### src/rtl/io_pkg.sv
// ---------------------------------------------------------------------------
// io_pkg
// Shared definitions for the memory-mapped I/O window of the single-cycle
// core: default base address of the switch input port, the word offsets of
// its registers, and small address-decode helpers. The LED output port uses
// the same package.
// ---------------------------------------------------------------------------
package io_pkg;

    // Byte address of register 0 of the switch input port (4-word window).
    localparam logic [15:0] IO_SW_BASE_ADDR = 16'h7800;

    // Word offsets inside the 16-byte switch window.
    localparam logic [1:0] SW_DATA_OFF = 2'd0;
    localparam logic [1:0] SW_CHG_OFF  = 2'd1;
    localparam logic [1:0] SW_MASK_OFF = 2'd2;
    localparam logic [1:0] SW_CNT_OFF  = 2'd3;

    // True when addr lies in [base, base+15]. Computed in 17 bits so a base
    // near the top of the address space cannot wrap.
    function automatic logic in_window(input logic [15:0] addr,
                                       input logic [15:0] base);
        logic [16:0] lo;
        logic [16:0] hi;
        lo = {1'b0, base};
        hi = lo + 17'd15;
        return ({1'b0, addr} >= lo) && ({1'b0, addr} <= hi);
    endfunction

    // Word offset of addr relative to base; byte lane bits [1:0] ignored.
    function automatic logic [1:0] word_offset(input logic [15:0] addr,
                                               input logic [15:0] base);
        logic [15:0] delta;
        delta = addr - base;
        return delta[3:2];
    endfunction

endpackage

### src/rtl/sw_debounce.sv
// ---------------------------------------------------------------------------
// sw_debounce
// Two-flop synchroniser plus counting debouncer for a word of switches.
// A new value is accepted into 'stable' only after sync2 has matched the
// candidate for DEBOUNCE_CYCLES consecutive evaluations; any toggle restarts
// the count.
// Ports:
//   clk            in   core clock, rising edge
//   rst_n          in   asynchronous active-low reset
//   raw            in   SW_W raw switch inputs (asynchronous)
//   stable         out  SW_W debounced value
//   changed_pulse  out  SW_W bits that change on this edge (valid 1 cycle,
//                       combinational, zero when nothing is accepted)
//   cnt            out  current debounce counter
// ---------------------------------------------------------------------------
module sw_debounce #(
    parameter int SW_W            = 32,
    parameter int DEBOUNCE_CYCLES = 16
) (
    input  logic                               clk,
    input  logic                               rst_n,
    input  logic [SW_W-1:0]                    raw,
    output logic [SW_W-1:0]                    stable,
    output logic [SW_W-1:0]                    changed_pulse,
    output logic [$clog2(DEBOUNCE_CYCLES)-1:0] cnt
);

    localparam int CNT_W = $clog2(DEBOUNCE_CYCLES);
    localparam logic [CNT_W-1:0] CNT_MAX = CNT_W'(DEBOUNCE_CYCLES - 1);

    logic [SW_W-1:0]  sync1_reg;
    logic [SW_W-1:0]  sync2_reg;
    logic [SW_W-1:0]  cand_reg;
    logic [SW_W-1:0]  stable_reg;
    logic [CNT_W-1:0] cnt_reg;
    logic             accept;

    // Acceptance happens on the edge where the saturated count is confirmed
    // by one more matching sample. The change mask is exposed combinationally
    // so the parent can merge it into its sticky flags on that same edge.
    assign accept        = (sync2_reg == cand_reg) && (cnt_reg == CNT_MAX)
                           && (cand_reg != stable_reg);
    assign changed_pulse = accept ? (cand_reg ^ stable_reg) : '0;
    assign stable        = stable_reg;
    assign cnt           = cnt_reg;

    always_ff @(posedge clk or negedge rst_n) begin
        if (!rst_n) begin
            sync1_reg  <= '0;
            sync2_reg  <= '0;
            cand_reg   <= '0;
            stable_reg <= '0;
            cnt_reg    <= '0;
        end else begin
            sync1_reg <= raw;
            sync2_reg <= sync1_reg;
            if (sync2_reg != cand_reg) begin
                cand_reg <= sync2_reg;
                cnt_reg  <= '0;
            end else if (cnt_reg < CNT_MAX) begin
                cnt_reg <= cnt_reg + 1'b1;
            end else if (cand_reg != stable_reg) begin
                stable_reg <= cand_reg;
            end
        end
    end

endmodule

### src/rtl/sw_input_port.sv
// ---------------------------------------------------------------------------
// sw_input_port
// Memory-mapped switch input peripheral for the LSU I/O window. Debounces the
// board switches, keeps sticky per-bit change flags (write-1-to-clear), a
// per-bit interrupt mask, and a registered change interrupt.
// Register map (word offsets from BASE_ADDR):
//   +0x0 SW_DATA RO  debounced value      +0x4 SW_CHG  W1C sticky change flags
//   +0x8 SW_MASK RW  interrupt enables    +0xC SW_CNT  RO  debounce counter
// Ports:
//   i_clk, i_rst_n   clock (rising) and asynchronous active-low reset
//   i_io_sw          SW_W raw switch inputs
//   i_addr/i_wdata/i_wren  LSU byte address, store data, store strobe
//   o_hit            address inside the 16-byte window (combinational)
//   o_rdata          read data, 0 outside the window (combinational)
//   o_irq            |(SW_CHG & SW_MASK), registered
// ---------------------------------------------------------------------------
module sw_input_port
    import io_pkg::*;
#(
    parameter int          SW_W            = 32,
    parameter int          DEBOUNCE_CYCLES = 16,
    parameter logic [15:0] BASE_ADDR       = IO_SW_BASE_ADDR
) (
    input  logic            i_clk,
    input  logic            i_rst_n,
    input  logic [SW_W-1:0] i_io_sw,
    input  logic [15:0]     i_addr,
    input  logic [31:0]     i_wdata,
    input  logic            i_wren,
    output logic            o_hit,
    output logic [31:0]     o_rdata,
    output logic            o_irq
);

    localparam int CNT_W = $clog2(DEBOUNCE_CYCLES);

    logic [SW_W-1:0]  stable;
    logic [SW_W-1:0]  changed_pulse;
    logic [CNT_W-1:0] cnt;
    logic [SW_W-1:0]  chg_reg;
    logic [SW_W-1:0]  mask_reg;
    logic             irq_reg;
    logic [1:0]       offset;
    logic             wr_chg;
    logic             wr_mask;
    logic [SW_W-1:0]  clr_bits;

    sw_debounce #(
        .SW_W            (SW_W),
        .DEBOUNCE_CYCLES (DEBOUNCE_CYCLES)
    ) u_debounce (
        .clk           (i_clk),
        .rst_n         (i_rst_n),
        .raw           (i_io_sw),
        .stable        (stable),
        .changed_pulse (changed_pulse),
        .cnt           (cnt)
    );

    assign o_hit   = in_window(i_addr, BASE_ADDR);
    assign offset  = word_offset(i_addr, BASE_ADDR);
    assign wr_chg  = i_wren && o_hit && (offset == SW_CHG_OFF);
    assign wr_mask = i_wren && o_hit && (offset == SW_MASK_OFF);

    assign clr_bits = wr_chg ? i_wdata[SW_W-1:0] : '0;

    // Clear is applied before the OR so a debounce set on the same edge wins.
    always_ff @(posedge i_clk or negedge i_rst_n) begin
        if (!i_rst_n) begin
            chg_reg  <= '0;
            mask_reg <= '0;
            irq_reg  <= 1'b0;
        end else begin
            chg_reg <= (chg_reg & ~clr_bits) | changed_pulse;
            if (wr_mask) begin
                mask_reg <= i_wdata[SW_W-1:0];
            end
            irq_reg <= |(chg_reg & mask_reg);
        end
    end

    assign o_irq = irq_reg;

    always_comb begin
        o_rdata = '0;
        if (o_hit) begin
            case (offset)
                SW_DATA_OFF: o_rdata[SW_W-1:0]  = stable;
                SW_CHG_OFF:  o_rdata[SW_W-1:0]  = chg_reg;
                SW_MASK_OFF: o_rdata[SW_W-1:0]  = mask_reg;
                default:     o_rdata[CNT_W-1:0] = cnt;
            endcase
        end
    end

endmodule
### config.mk
export PLATFORM = sky130hd
export DESIGN_NAME = sw_input_port
export DESIGN_NICKNAME = d
export VERILOG_FILES = /design/src/rtl/io_pkg.sv /design/src/rtl/sw_debounce.sv /design/src/rtl/sw_input_port.sv
export SDC_FILE = /design/constraint.sdc
export NUM_CORES = 1
export LEC_CHECK = 0
export BUFFER_PORTS_ARGS = -buffer_cell sky130_fd_sc_hd__buf_2
export CAP_MARGIN = 20
export CORE_ASPECT_RATIO = 1.25
export CORE_UTILIZATION = 33
export DETAILED_ROUTE_END_ITERATION = 16
export GPL_TIMING_DRIVEN = 0
export PLACE_DENSITY = 0.53
export RECOVER_POWER = 100
export SLEW_MARGIN = 20
export SYNTH_ARGS = -nofsm -noshare
export SYNTH_HDL_FRONTEND = slang
export SYNTH_SLANG_ARGS = --single-unit
### constraint.sdc
create_clock -name i_clk -period 2.27 [get_ports i_clk]
set_input_delay 0.1135 -clock i_clk [delete_from_list [all_inputs] [get_ports i_clk]]
set_output_delay 0.1135 -clock i_clk [all_outputs]
set_load 0.1 [all_outputs]
== Yosys cells after proc, flatten, opt, wreduce, memory -nomap -nowiden ==
Cells that the tools add are included.
Word-level totals
  register bits after elaboration: 197
  bits in latches: 0
  memory bits (writable): 0
  ROM bits: 0
  output and inout bits: 34
  logic and storage cells: 43
  memories kept: 0
Cells by class
  add/subtract/negate cells: 2
  multiply operators: 0
  divide/modulo/power cells: 0
  magnitude comparators: 3
  equality and inequality tests: 6
  shifts and indexed selects: 0
  muxes and demuxes: 7
  bitwise logic cells: 7
  reduce and logical (&&, ||, !) cells: 10
Operators with widths (count)
  $mux W32: 3
  $pmux W28 S3: 1
  $and A32 B32 Y32: 2
  $ne A32 B32 Y1: 2
  $eq A32 B32 Y1: 1
  $not A32 Y32: 1
  $or A32 B32 Y32: 1
  $reduce_or A32 Y1: 1
  $xor A32 B32 Y32: 1
  $ge A16 B15 Y1 const B: 1
  $le A16 B15 Y1 const B: 1
  $pmux W4 S3: 1
  $mux W4: 2
  $logic_and A1 B1 Y1: 6
  $add A4 B1 Y4 const B: 1
  $eq A4 B4 Y1 const B: 1
  $lt A4 B4 Y1 const B: 1
  $sub A4 B1 Y4 const B: 1
  $reduce_and A3 Y1: 1
  $eq A2 B1 Y1 const B: 1
  $eq A2 B2 Y1 const B: 1
  $logic_not A2 Y1: 1
  $not A1 Y1: 2
  $reduce_bool A2 Y1: 1

== Depth between registers and ports, before layout ==
Gate-level depths: netlist of run 1.
  depth after elaboration: 8
  depth in mapped cells: 7
  gate-level depth less buffers: 6

== By module ==
From an unflattened synthesis of run 1, not the netlist that was laid out.
Second synthesis, totals
  cell total of the unflattened synthesis: 672
  area, all modules: 8371.8 µm²
By module, submodules not included
  sw_debounce: times used 1, cells each 335, area each 4857.2 µm², sequential area each 3303.2 µm²
  sw_input_port: times used 1, cells each 337, area each 3514.6 µm², sequential area each 1626.6 µm²

== Least setup slack after synthesis of run 1 ==
OpenSTA, ideal clock, no wires.
  path kind: in2out
  from: input port i_addr[2]
  to: output port o_rdata[11]
  arrival time: 2.495 ns
  data required time: 2.156 ns
  setup slack: -0.338 ns
  cell stages on the path: 7
  buffers on the path: 3
  cells stage by stage: clkbuf_1 > buf_2 > buf_2 > mux2i_1 > nor2_1 > a21oi_1 > nor2_1
On the way
  cells in the longest elaborated chain, start to end: 4
  elaborated cells between the ends (all ways): 9
  those cells by class: add/sub: 1; order compare: 2; eq/ne: 2; mux: 2; reduce/logical: 2
Ends and longest elaborated chain
  start, declared: RTL line sw_input_port.sv:27  | input logic [15:0] i_addr,
  $sub A4 B1 Y4: RTL line io_pkg.sv:34  | delta = addr - base;
  $eq A2 B2 Y1 (tied with other cells): RTL line sw_input_port.sv:87  | case (offset)
  $pmux W28 S3: RTL line sw_input_port.sv:87
  $mux W32 *: RTL line sw_input_port.sv:86  | if (o_hit) begin
  end, declared: RTL line sw_input_port.sv:31  | output logic [31:0] o_rdata,
Mark *: on every way between the ends. The rest lies on a longest branch, timed or not.

== Worst setup path in the final report of run 1 ==
  from: register u_debounce.cand_reg[11]
  to: register u_debounce.stable_reg[14], in the netlist u_debounce.stable[14]
On the way
  cells in the longest elaborated chain, start to end: 3
  elaborated cells between the ends (all ways): 4
  those cells by class: eq/ne: 2; bitwise: 1; reduce/logical: 1
Ends and longest elaborated chain
  start, declared: RTL line sw_debounce.sv:33  | logic [SW_W-1:0] cand_reg;
  start signal, assigned: RTL line sw_debounce.sv:58  | cand_reg <= sync2_reg;
  $ne A32 B32 Y1: RTL line sw_debounce.sv:57  | if (sync2_reg != cand_reg) begin
  $not A1 Y1 (no line)
  $reduce_and A3 Y1 (no line) *
  end signal, assigned: RTL line sw_debounce.sv:63  | stable_reg <= cand_reg;
  end, declared: RTL line sw_debounce.sv:34  | logic [SW_W-1:0] stable_reg;
Marks and branches as above.
A chain may end at the register's enable or synchronous reset.

==> results.md, run 1 <==
* Status: finished, violations left
* Violated checks: negative setup slack
* Sw Ratio at 24.5%
* Routed length per instance at 17.7 um
* Cell area power density at 641 nW/um^2
* Routed via count at 5717
* Final hold vios at 0
* Most frequent standard cell in the layout excluding fill and tap cells: dfrtp_1
* Post-place setup slack at -595 ps
* Post-synth cell types at 36
* Max Fclk at 420 MHz
* Power consumption at 0.00723 W
* Antenna Cells at 0
* Standard-cell rows at 64
* Flop2flop setup slack at -110 ps
* Layout cell share with drive strength beyond 1 at 38.5%
* Drt total wl at 21800 um
* Detailed Place HPWL at 15700 um
* Synth Instances at 665
* Fin cells at 1233
* Buffers on Ports at 113
* Clk_skew at 14.8 ps
* Reg2reg start: u_debounce.cand_reg[11]
* RSZ-0062 raised after global routing: true
* Switch Pwr at 0.00177 W
* Clk slew on worst S/H paths at 70 ps
* Mean area per synthesized cell at 12.4 um^2
* Die ar. at 25600 um^2
* Syn-to-layout area delta at 37.0%
* Endpoints failing setup at 32
* Worst path bufs/invs at 2
* Fillcell total at 2323
* Internal cell power at 0.00546 W
* Post-route DRC violation count at 0
* Die span in x at 143 um
* Clock Power Share at 41.6%
* I/O pins at 117
* CP max stage delay at 550 ps
* Synthesized cell area at 8240 um^2
* Clk Latency, worst-skew pair at 440 ps
* Sequential fraction of design power at 50.9%
* Worst-Margin Slew at 1170 ps
* WP data required at 2590 ps
* CP Cell Sequence: xnor2_2 > nand4_1 > or4_4 > o2111ai_4 > buf_6 > clkbuf_16 > mux2_4
* Worst R2R End: u_debounce.stable[14]
* Largest delay contributor family on the critical path: simple AND/OR/NAND/NOR gates
* Placed cell count at 1110
* Maxcap violations at 0
* Worst Hold Class: input port to flip-flop
* Initial antenna violation count at 0
* Seq cells post-synth at 197
* Num CTS Buffers at 17
* Slew Limit Fails at 0
* Crit path max-delay cell type: or4_4
* Setup CP Type: flip-flop to flip-flop
* Slew HR at 22.5%
* Antenna Nets Post-Route at 0
* Area of the multi-input gates at 3350 um^2
* Logic pwr share at 7.5%
* GPL Wtd Cong at 0.818
* Worst-case reg-to-reg path depth at 7
* GRT overflow at 0
* Initial Util at 33.6%
* Syn Nets at 749
* Sequential fraction of the synthesis area at 59.8%
* Iter 0 DRT Violations at 316
* Worst Setup End Kind: flip-flop
* DR pass1 iterations at 5
* Htree depth at 4
* Max Root-Sink Buffers at 2
* Largest net degree at the start of global routing at 95
* Critical Path AT at 2710 ps
* Nets at 974
* Core Area at 24500 um^2
* Most frequent cells in the layout: dfrtp_1 (184), buf_2 (79), dlygate4sd3_1 (65)
* Reg area at 4950 um^2
* Post-route setup slack at -114 ps
* GRT Util Overall at 17.9%
* Drt via density at 4.64
* Setup tns final at -2820 ps
* Pleak at 5.16 nW
* Vias in the first global route at 5827
* Worst Setup Start Kind: flip-flop
* VDD IR max at 0.521 mV
* Tmin final at 2380 ps
* Clock root buffer master: clkbuf_16
* Synthesis warning total at 0
* CTS tree: done
* Clock sink total at 197
* Hold EP: chg_reg[31]
* First-pass GRT wire length at 33100 um
* CP max FO at 6
* Worst hold stages at 4
* Period utilization at 105%
* Die Y at 179 um
* Worst Hold Launch: i_wren
==> routing by layer <==
| layer | GRT usage, % | share of wire [%] | vias up |
|---|---|---|---|
| li1 | - | - | 2718 |
| met1 | 22.8 | 42 | 2829 |
| met2 | 30.4 | 50 | 142 |
| met3 | 2.94 | 4.2 | 28 |
| met4 | 7.09 | 3.1 | 0 |
| met5 | 0 | 0 | - |
==> power groups by stage <==
stage          logic [W]  clock network, W  registers (W)
2_1_floorplan   0.000197                 0        0.00372
3_3_place_gp    0.000422                 0        0.00374
3_5_place_dp    0.000435                 0        0.00374
4_1_cts         0.000545           0.00308        0.00368
5_1_grt         0.000601           0.00322        0.00369
6_report        0.000543           0.00301        0.00368
==> timing repair <==
action | CTS | global route
gates cloned | 0 | 3
hold endpoints to repair | 281 | 0
gates resized for setup | 50 | 94
hold buffers | 65 | 0
pin swaps | 12 | 16
setup endpoints to repair | 84 | 83
buffers inserted | 13 | 11
==> final cells by class <==
cell class / count / area share [%]
clock inverter: 13 / 1.23
inverter: 33 / 1.10
buffer: 58 / 2.68
sequential: 197 / 43.8
clock buffer: 19 / 3.92
timing repair buffer: 207 / 13.9
multi-input combinational: 376 / 29.7
tap: 330 / 3.66
==> worst max path at each step <==
| stage | start | endpoint | cells after the start |
|---|---|---|---|
| global placement | i_rst_n | u_debounce.sync1_reg[6] | 1 |
| CTS | u_debounce.stable[15] | u_debounce.stable[27] | 7 |
| global route | u_debounce.cand_reg[17] | u_debounce.stable[15] | 7 |
| finish | u_debounce.cand_reg[11] | u_debounce.stable[14] | 7 |
| floorplan | u_debounce.cand_reg[19] | u_debounce.stable[10] | 6 |
| detailed placement | u_debounce.cand_reg[29] | chg_reg[27] | 6 |
==> per-stage QoR <==
step,cell area [um^2],util [%],hold WS [ps]
global placement,9290,37.9,221
finish,11300,46.1,278
CTS,10900,44.6,88.2
global route,11300,46.1,277
detailed placement,9350,38.2,-39.5
floorplan,8310,-,-182
==> cells in the mapped netlist, drive strengths merged <==
library cell / count / area share, %
a21oi: 28 / 1.7
a221oi: 2 / 0.21
a22o: 2 / 0.21
a22oi: 12 / 1.1
a31oi: 1 / 0.076
and2: 4 / 0.30
and3: 2 / 0.15
buf: 10 / 0.96
clkbuf: 49 / 2.2
dfrtp: 197 / 60
ha: 1 / 0.15
inv: 33 / 1.5
mux2: 64 / 10
mux2i: 29 / 3.5
mux4: 4 / 1.1
nand2: 2 / 0.091
nand3: 4 / 0.24
nand4: 18 / 1.4
nand4b: 1 / 0.11
nor2: 60 / 2.7
nor2b: 1 / 0.076
nor3: 2 / 0.12
nor3b: 1 / 0.091
nor4: 3 / 0.38
nor4bb: 2 / 0.24
o2111ai: 1 / 0.32
o21ai: 64 / 3.9
or4: 3 / 0.36
xnor2: 64 / 6.8
xor2: 1 / 0.11
==> worst min-delay path, stage by stage <==
cell,delay [ps]
buf_2,120
nand4b_1,280
o21ai_0,110
o21ai_0,70
==> cells by family after synthesis <==
family	Yosys count	share of synthesized area [%]
flops	197	59.8
compound gates	110	7.50
simple gates	103	6.27
mux	97	14.6
buf+inv	92	4.69
xor+xnor	65	6.91
fa+ha+maj	1	0.152
Note: power is estimated with default switching activity, not from simulation.
==> run 2, diff against run 1 <==
Settings changed: SYNTH_HIERARCHICAL set to 1.
==> run 2 against run 1 <==
Critical path depth rose by 4. Highest routed layer unchanged. Sequential cell count did not move. Die area up 1.6%. Register-to-register slack got worse by 180 ps. The flow finishes with violations (max-capacitance violations, max-slew violations, negative setup slack). Area after synthesis rose by 1.6%. Critical path type unchanged. Maximum frequency fell by 7.1%. Routed wire length up 4.1%. Synthesized cell count is 1.1% higher. Non-clock buffer count shrank 12. First-iteration DRC count decreased by 14%.
==> results.md, run 2 <==
* GPL Wtd Cong at 0.804 (-1.8%)
* Drt total wl at 22700 um (+4.1%)
* Worst path bufs/invs at 4 (+2)
* Worst Setup End Kind: flip-flop
* Largest area contributor in the netlist: dfrtp_1
* Slew Limit Fails at 67 (+67)
* Top_reg_cell synth: dfrtp_1
* Violated checks: max-capacitance violations, max-slew violations, negative setup slack
* Routed via count at 5772 (+0.96%)
* Largest delay contributor family on the critical path: simple AND/OR/NAND/NOR gates
* Cell area power density at 638 nW/um^2 (-0.36%)
* Initial Util at 33.9% (+0.32 points)
* Synth top cells by count: dfrtp_1 (197), nor2_1 (96), xnor2_1 (65)
* Die Y at 180 um (+0.79%)
* GRT Util Overall at 18.8% (+0.91 points)
* Worst-Margin Slew at 1630 ps (+463 ps)
* Layout cell share with drive strength beyond 1 at 32.6% (-6.0 points)
* Max Fclk at 390 MHz (-7.1%)
* Placed cell count at 1116 (+0.54%)
* EDFF count, synth at 0 (unchanged)
* Final hold vios at 0 (unchanged)
* Worst Hold Class: input port to flip-flop
* CP Cell Sequence: xnor2_2 > nand4_1 > nor4_4 > nand2_2 > a211o_1 > buf_8 > buf_12 > buf_6 > nor2_2 > inv_1 > a31oi_1
* Die span in x at 144 um (+0.79%)
* Setup crit end: chg_reg[17]
* CP Depth at 11 (+4)
* Most frequent standard cell in the layout excluding fill and tap cells: dfrtp_1
* Status: finished, violations left
* Synth area leaders: dfrtp_1 (59%), xnor2_1 (6.8%), mux2_4 (4.5%)
* Synth Instances at 672 (+1.1%)
* CP max stage delay at 450 ps (-100 ps)
* Synthesis warning total at 6 (+6)
* First-pass GRT wire length at 35100 um (+5.9%)
* Post-route setup slack at -295 ps (-181 ps)
* Vias in the first global route at 6014 (+3.2%)
* Antenna Cells at 0 (unchanged)
* Worst R2R End: chg_reg[17]
* Area fraction of the dominant cell type after synthesis at 58.9% (-0.95 points)
* Largest net degree at the start of global routing at 79 (-17%)
* Routed length per instance at 18.5 um (+4.6%)
* Async SR Flop Fraction at 100% (unchanged)
* Core Area at 24700 um^2 (+0.65%)
* Clock sink total at 197 (unchanged)
* Crit path max-delay cell type: dfrtp_1
* Drt via density at 4.70 (+1.5%)
* GRT overflow at 0 (unchanged)
* Clk Latency, worst-skew pair at 450 ps (about the same)
* Die ar. at 26000 um^2 (+1.6%)
* RSZ-0062 raised after global routing: true
* Power consumption at 0.00728 W (+0.69%)
* Pleak at 4.94 nW (-4.2%)
* Sequential fraction of the synthesis area at 58.9% (-0.95 points)
* Hold slack final at 129 ps (-150 ps)
* Maxcap violations at 1 (+1)
* Count leader, synth: dfrtp_1
* Reg2reg start: u_debounce/sync2_reg[22]
* Max Root-Sink Buffers at 2 (unchanged)
* Iter 0 DRT Violations at 272 (-14%)
* I/O pins at 117 (unchanged)
* Num CTS Buffers at 17 (unchanged)
* Critical Path AT at 2930 ps (+220 ps)
* Buffers on Ports at 112 (-0.88%)
* Mean area per synthesized cell at 12.5 um^2 (+0.55%)
* Flop2flop setup slack at -290 ps (-180 ps)
* Clk slew on worst S/H paths at 80 ps (about the same)
* Endpoints failing setup at 64 (+100%)
* Detailed Place HPWL at 16200 um (+3.3%)
* VDD IR max at 0.539 mV (+3.4%)
* Post-place setup slack at -1030 ps (-440 ps)
* Post-route DRC violation count at 0 (unchanged)
* Synthesized cell area at 8370 um^2 (+1.6%)
* Tmin final at 2560 ps (+181 ps)
* Clk_skew at 13.5 ps (-1.32 ps)
* Clock root buffer master: clkbuf_16
* Post-synth cell types at 34 (-5.6%)
* Syn Nets at 756 (+0.93%)
* Worst-case reg-to-reg path depth at 11 (+4)
* Fin cells at 1227 (-0.49%)
* Initial antenna violation count at 0 (unchanged)
* DR pass1 iterations at 5 (unchanged)
* CTS tree: done
* Period utilization at 113% (+8.0 points)
* CP max FO at 10 (+4)
* Setup CP Type: flip-flop to flip-flop
* Htree depth at 4 (unchanged)
* WP data required at 2630 ps (+40 ps)
* Most frequent cells in the layout: dfrtp_1 (197), buf_2 (83), dlygate4sd3_1 (65)
* Worst Setup Start Kind: flip-flop
* Standard-cell rows at 64 (unchanged)
* Nets at 968 (-0.62%)
* Finished Core Util at 46.2% (+0.18 points)
* Worst setup startpoint: u_debounce/sync2_reg[22]
* Antenna Nets Post-Route at 0 (unchanged)
* Seq cells post-synth at 197 (unchanged)
* Syn-to-layout area delta at 36.2%
* Slew HR at -8.74% (-31 points)
==> run 2: cell types whose count changed in the layout (fill, tap and decap cells not counted), moves of 16 or more <==
cell | previous run | this run
a21oi_1 | 28 | 0
a2bb2oi_1 | 0 | 28
a31oi_1 | 1 | 31
mux2_1 | 0 | 32
mux2_2 | 34 | 7
nor2_4 | 0 | 39
o21ai_0 | 40 | 0
o21ai_2 | 16 | 0
xnor2_1 | 32 | 63
xnor2_2 | 29 | 2
==> run 2: area by class of cell <==
cell class	count	area, um^2
fillers	2366	13300
flip-flops and latches	197	4930
multi-input cells	382	3420
clock inverters	15	196
repair buffers	194	1550
well taps	330	413
clock buffers	17	425
plain buffers	59	345
inverters	33	124
==> run 2: cells by family after synthesis <==
group                    count (synthesis)  synth area share (%)
flip-flops                             197                  58.9
AND/OR/NAND/NOR                        141                  7.95
multiplexers                            97                  14.3
buffers and inverters                   93                  5.01
AO/OA/AOI/OAI                           78                  6.93
XOR/XNOR                                65                  6.80
adder cells (fa/ha/maj)                  1                 0.149
==> run 2: worst min-delay path by stage <==
stage	startpoint	end	slack [ps]	cells after the start
4_1_cts	i_wren	chg_reg[31]	110	4
3_3_place_gp	i_io_sw[26]	u_debounce/sync1_reg[26]	220	1
2_1_floorplan	i_rst_n	chg_reg[0]	-180	0
6_report	i_wren	chg_reg[0]	130	4
5_1_grt	i_wren	chg_reg[0]	170	4
3_5_place_dp	i_rst_n	u_debounce/sync1_reg[15]	110	1
==> run 2: metrics by stage <==
step	TNS [ps]	instance area, um^2
6_report	-16090	11400
5_1_grt	-20820	11400
4_1_cts	-15800	11300
3_5_place_dp	-65320	9610
3_3_place_gp	-526370	9540
2_1_floorplan	-6150	8570
==> run 2: timing repair <==
| action | 4_1_cts | 5_1_grt |
|---|---|---|
| endpoints found under the setup margin | 96 | 86 |
| gates cloned | 0 | 3 |
| resized for setup | 109 | 29 |
| setup buffers | 11 | 4 |
| hold endpoints to repair | 161 | 0 |
| pin swaps | 9 | 8 |
| hold buffers | 65 | 0 |
==> run 2: tightest hold or removal path, cell delays in order <==
cell      delay, ps
buf_2           100
nand3b_1         90
nor4_2           70
a31oi_1         160
==> run 2: power by group <==
group	total (W)	switching (W)	internal, W
sequential	0.00367	0.0000730	0.00359
combinational	0.000510	0.000263	0.000248
clock	0.00310	0.00159	0.00152
==> run 2: per-layer routing <==
| layer | share of wire [%] | vias up | global-route usage [%] |
|---|---|---|---|
| li1 | - | 2723 | - |
| met1 | 44 | 2889 | 24.3 |
| met2 | 51 | 134 | 32.2 |
| met3 | 3.3 | 26 | 2.66 |
| met4 | 2.0 | 0 | 6.15 |
| met5 | 0 | - | 0 |
